$ cat src/rtl/arb_pkg.sv
// Shared types and the round-robin pick used by the two-requester scheduler.
package arb_pkg;

    typedef enum logic [1:0] {
        IDLE = 2'd0,
        G0   = 2'd1,
        G1   = 2'd2,
        TURN = 2'd3
    } arbstate_t;

    // On a tie the requester that did not own last wins.
    function automatic arbstate_t rr_pick(
        input logic [1:0] req,
        input logic       last
    );
        arbstate_t s;
        case (req)
            2'b01:   s = G0;
            2'b10:   s = G1;
            2'b11:   s = last ? G0 : G1;
            default: s = IDLE;
        endcase
        return s;
    endfunction

endpackage

$ cat src/rtl/hold_counter.sv
// Grant tenure counter: clears outside a grant, saturates at MAXHOLD-1.
module hold_counter #(
    parameter int MAXHOLD = 4,
    parameter int CW      = $clog2(MAXHOLD)
) (
    input  logic          clk,
    input  logic          reset,
    input  logic          clr,
    output logic [CW-1:0] cnt,
    output logic          at_limit
);

    localparam logic [CW-1:0] LIMIT = CW'(MAXHOLD - 1);

    assign at_limit = (cnt == LIMIT);

    always_ff @(posedge clk) begin
        if (!reset || clr) begin
            cnt <= '0;
        end else if (!at_limit) begin
            cnt <= cnt + 1'b1;
        end
    end

endmodule

$ cat src/rtl/arb2_sched.sv
// Two-requester round-robin scheduler with tenure limit and a
// one-cycle turnaround gap between owners.
module arb2_sched
    import arb_pkg::*;
#(
    parameter int MAXHOLD = 4,
    parameter int CW      = $clog2(MAXHOLD)
) (
    input  logic       clk,
    input  logic       reset,
    input  logic [1:0] req,
    output logic [1:0] gnt,
    output logic       owner,
    output logic       busy,
    output logic       preempt
);

    arbstate_t state;
    arbstate_t nxt;
    logic      last;
    logic      pre_q;
    logic      forced;
    logic      in_grant;
    logic      at_limit;
    logic [CW-1:0] hold_cnt;

    assign in_grant = (state == G0) || (state == G1);

    // Counter sits at zero outside a grant, so each tenure starts from 0.
    hold_counter #(
        .MAXHOLD (MAXHOLD),
        .CW      (CW)
    ) u_cnt (
        .clk      (clk),
        .reset    (reset),
        .clr      (!in_grant),
        .cnt      (hold_cnt),
        .at_limit (at_limit)
    );

    always_comb begin
        nxt    = IDLE;
        forced = 1'b0;
        unique case (state)
            IDLE: nxt = rr_pick(req, last);
            G0: begin
                if (!req[0]) begin
                    nxt = TURN;
                end else if (at_limit && req[1]) begin
                    nxt    = TURN;
                    forced = 1'b1;
                end else begin
                    nxt = G0;
                end
            end
            G1: begin
                if (!req[1]) begin
                    nxt = TURN;
                end else if (at_limit && req[0]) begin
                    nxt    = TURN;
                    forced = 1'b1;
                end else begin
                    nxt = G1;
                end
            end
            TURN: nxt = rr_pick(req, last);
            default: nxt = IDLE;
        endcase
    end

    always_ff @(posedge clk) begin
        if (!reset) begin
            state <= IDLE;
            last  <= 1'b1;
            owner <= 1'b0;
            pre_q <= 1'b0;
        end else begin
            state <= nxt;
            pre_q <= forced;
            if (nxt == G0 && state != G0) begin
                owner <= 1'b0;
                last  <= 1'b0;
            end else if (nxt == G1 && state != G1) begin
                owner <= 1'b1;
                last  <= 1'b1;
            end
        end
    end

    always_comb begin
        gnt = 2'b00;
        unique case (state)
            G0:      gnt = 2'b01;
            G1:      gnt = 2'b10;
            default: gnt = 2'b00;
        endcase
    end

    assign busy    = (state != IDLE);
    assign preempt = (state == TURN) && pre_q;

endmodule

$ cat config.mk
export PLATFORM = sky130hd
export DESIGN_NAME = arb2_sched
export DESIGN_NICKNAME = d
export VERILOG_FILES = /design/src/rtl/arb_pkg.sv /design/src/rtl/hold_counter.sv /design/src/rtl/arb2_sched.sv
export SDC_FILE = /design/constraint.sdc
export NUM_CORES = 1
export LEC_CHECK = 0
export CAP_MARGIN = 20
export CORE_AREA = 10 10 47 49
export CTS_CLUSTER_DIAMETER = 50
export DETAILED_ROUTE_END_ITERATION = 8
export DIE_AREA = 0 0 57 59
export HOLD_SLACK_MARGIN = 0.02
export PLACE_DENSITY = 0.57
export SLEW_MARGIN = 5
export SYNTH_ARGS = -nofsm -noshare
export SYNTH_HDL_FRONTEND = slang
export SYNTH_SLANG_ARGS = --single-unit
$ cat constraint.sdc
create_clock -name clk -period 3.5 [get_ports clk]
set_clock_uncertainty 0.2 [all_clocks]
set_input_delay 0.525 -clock clk [delete_from_list [all_inputs] [get_ports clk]]
set_output_delay 0.525 -clock clk [all_outputs]
set_load 0.03 [all_outputs]
==> results.toml <==
[power_and_ir_drop]
p_seq_share_pct = 30.6
power.switching_uw = 162.8
leakage_uw = 0.0002230
combinationalPowerShare_pct = 51.3
power.density_mw_per_mm2 = 777.9
clock_power_share_pct = 18.1
vdd_ir_drop_max_mv = 0.2649
switching_share_pct = 40.61
intPower_uw = 238.2

[floorplan]
rows = 14
die_w_um = 57
start_util_pct = 27.77
die_y_um = 59
core_area_mm2 = 0.001401
ios = 9
die_area_mm2 = 0.003363

[setup_path]
cp-end-kind = "primary output"
startpoint = "state[1]$_SDFF_PN0_"
cp_top_family = "buffers and inverters"
cp_num_buf_inv = 2
crit_path_max_fanout = 6
crit_path_start_kind = "flip-flop"
critical_path.max_stage_delay_ps = 720
critPathSlowestCell = "clkdlybuf4s50_1"
arrival_ps = 1650
cp.required_ps = 2770
path_class = "flip-flop to primary output"
regToRegSetupSlack_ps = 1600
reg2reg_from = "state[0]$_SDFF_PN0_"
critical_path.cell_chain = "inv_1 > ha_1 > clkdlybuf4s50_1"

[placement]
dpl.hpwl_um = 613.6
gp_congestion = 0.7939
dp.cells = 67
port_buffers = 8

[synth]
synthSimpleGateAreaFrac_pct = 28.30
synthTopCellsByArea = "dfxtp_1, ha_1, nand2_1"
synth_top_area_share_pct = 36.01
synth.area.mux_share_pct = 2.572
synth_top_cell_by_area = "dfxtp_1"
synth_top_family_by_area = "simple AND/OR/NAND/NOR gates"
yosysMostFrequentCell = "dfxtp_1"
synthCells = 43
netlist_area_um2 = 389.1
syn_avg_cell_area_um2 = 9.049
synth_common_cells = "dfxtp_1, ha_1, nand2_1"
synth_xor_xnor_area_share_pct = 2.251
yosysWarnings = 0
synth_nets = 53
synth_compound_area_share_pct = 8.682
synth_cell_type_count = 20
ys.flop_type = "dfxtp_1"
synth-edff-count = 0
postSynth.asyncResetShare_pct = 0
synth-seq-cells = 7
synth_fa_ha_area_share_pct = 19.29
ys_seq_area_share_pct = 36.01

[timing]
slew_violations = 0
grt_setup_unrepaired = "false"
fmax_mhz = 420.8
finalCritPeriodShare_pct = 67.91
setup-tns-final_ps = 0
relSlewSlack_pct = 78.75
setup_violations = 0
fin_crit_ps = 2377
hold_viol_final = 0
worst_slew_pin_slew_ps = 317.7

[global_route]
top_usage_layer = "met2"
first_global_vias = 354
grt_usage_pct = 5.110
grt_max_degree = 7
grt_pass1_wl_um = 1380
grt.overflow.total = 0
grtUsageMet1_pct = 5.137
met3_usage_pct = 3.433
antenna_found_initial = 0
grt_use_met2_pct = 7.287

[drt]
drtPass1Iterations = 5
drc = 0
wl_um = 740
route.detailed.wl_per_inst_um = 10.42
vias = 333
final_antenna_net_count = 0
vias_per_cell = 4.690
drt_iter0_markers = 4

[cts]
clock_sinks = 7
max-clock-path-buffers = 2
ctsHtreeMaxLevel = 1
cts_tree = "built"
cts_root_buf = "clkbuf_4"
clk_latency_ps = 250
holdBufCountCts = 0
cts_resized = 0
path_clk_slew_ps = 50
cts_buffers = 3
post_cts_buffers = 0

[cells_and_area]
stdcell_count = 71
num_antenna_cells = 0
fin_nets = 66
drive_gt1_share_pct = 9.091
areaGrowthSynthToFinish_pct = 32.48

[min_path]
hold_path_class = "flip-flop to flip-flop"
hold_start = "owner$_SDFFE_PP0P_"

[run_status]
status = "completed"

[flow_run]
maxCapViolCount = 0
layer usage:
metal / part of all wire (%) / vias to the layer above / routed length, um
met3: 14 / 0 / 102
met5: 0 / - / 0
met2: 40 / 13 / 294
met4: 0 / 0 / 0
met1: 46 / 147 / 342
li1: - / 173 / -
state kept, by name (all words and copies together) (netlist names):
register / cells
last: 1
state: 2
u_cnt.cnt: 2
owner: 1
pre_q: 1
layout by cell type, fill, tap and decap left out, drive strengths merged:
master	synthesis	layout
clkdlybuf4s50	0	8
nand3	2	2
o21ai	1	1
nand3b	1	1
nor3	2	2
a21boi	1	1
or4b	1	1
mux2i	1	1
nand2	6	6
inv	3	3
a21oi	1	1
clkbuf	0	4
ha	6	6
dfxtp	7	7
xor2	1	1
nor2b	1	1
nand4	1	1
nor2	3	3
nor3b	1	1
o31a	1	1
and2	2	2
a22oi	1	1
area by class of cell:
type | instances | area (um^2)
Fill cell | 154 | 885.9
Multi-Input combinational cell | 33 | 237.7
Sequential cell | 7 | 140.1
Timing Repair Buffer | 8 | 80.08
Clock buffer | 4 | 26.28
Tap cell | 16 | 20.02
Inverter | 3 | 11.26
metrics by stage:
step / total power (uW) / setup WS, ps / utilization, % / hold WS [ps] / cell area [um^2]
floorplan: 268.3 / 1710 / - / 267.6 / 389.1
finish: 401.0 / 1123 / 36.79 / 262.9 / 515.5
CTS: 407.5 / 1109 / 36.79 / 265.9 / 515.5
global route: 440.3 / 1029 / 36.79 / 281.9 / 515.5
global placement: 331.5 / 1380 / 34.91 / 261.3 / 489.2
detailed placement: 332.3 / 1394 / 34.91 / 254.6 / 489.2
power by group through the flow:
stage | combinational [uW] | sequential, uW | clock [uW]
6_report | 206 | 123 | 72.8
5_1_grt | 234 | 126 | 79.5
4_1_cts | 208 | 123 | 76.0
3_5_place_dp | 208 | 124 | 0
3_3_place_gp | 208 | 124 | 0
2_1_floorplan | 141 | 128 | 0
path summary, 6_finish.rpt:
path | end | cells after the start
max reg2reg | last$_SDFFE_PN1P_ | 5
min | owner$_SDFFE_PP0P_ | 2
min reg2reg | owner$_SDFFE_PP0P_ | 2
max | gnt[0] | 3
worst register-to-register path, cell delays in order (launching register included):
cell     delay (ps)
dfxtp_1         360
inv_1            90
ha_1            360
or4b_4          560
a22oi_1         150
nand2_1          70
cell families after synthesis:
kind of cell / Yosys count
and+or+nand+nor: 20
DFF: 7
adders and majority gates: 6
AOI/OAI and AO/OA: 5
buffers and inverters: 3
xor gates and xnor gates: 1
muxes: 1
Power figures use the tool's default switching activity.
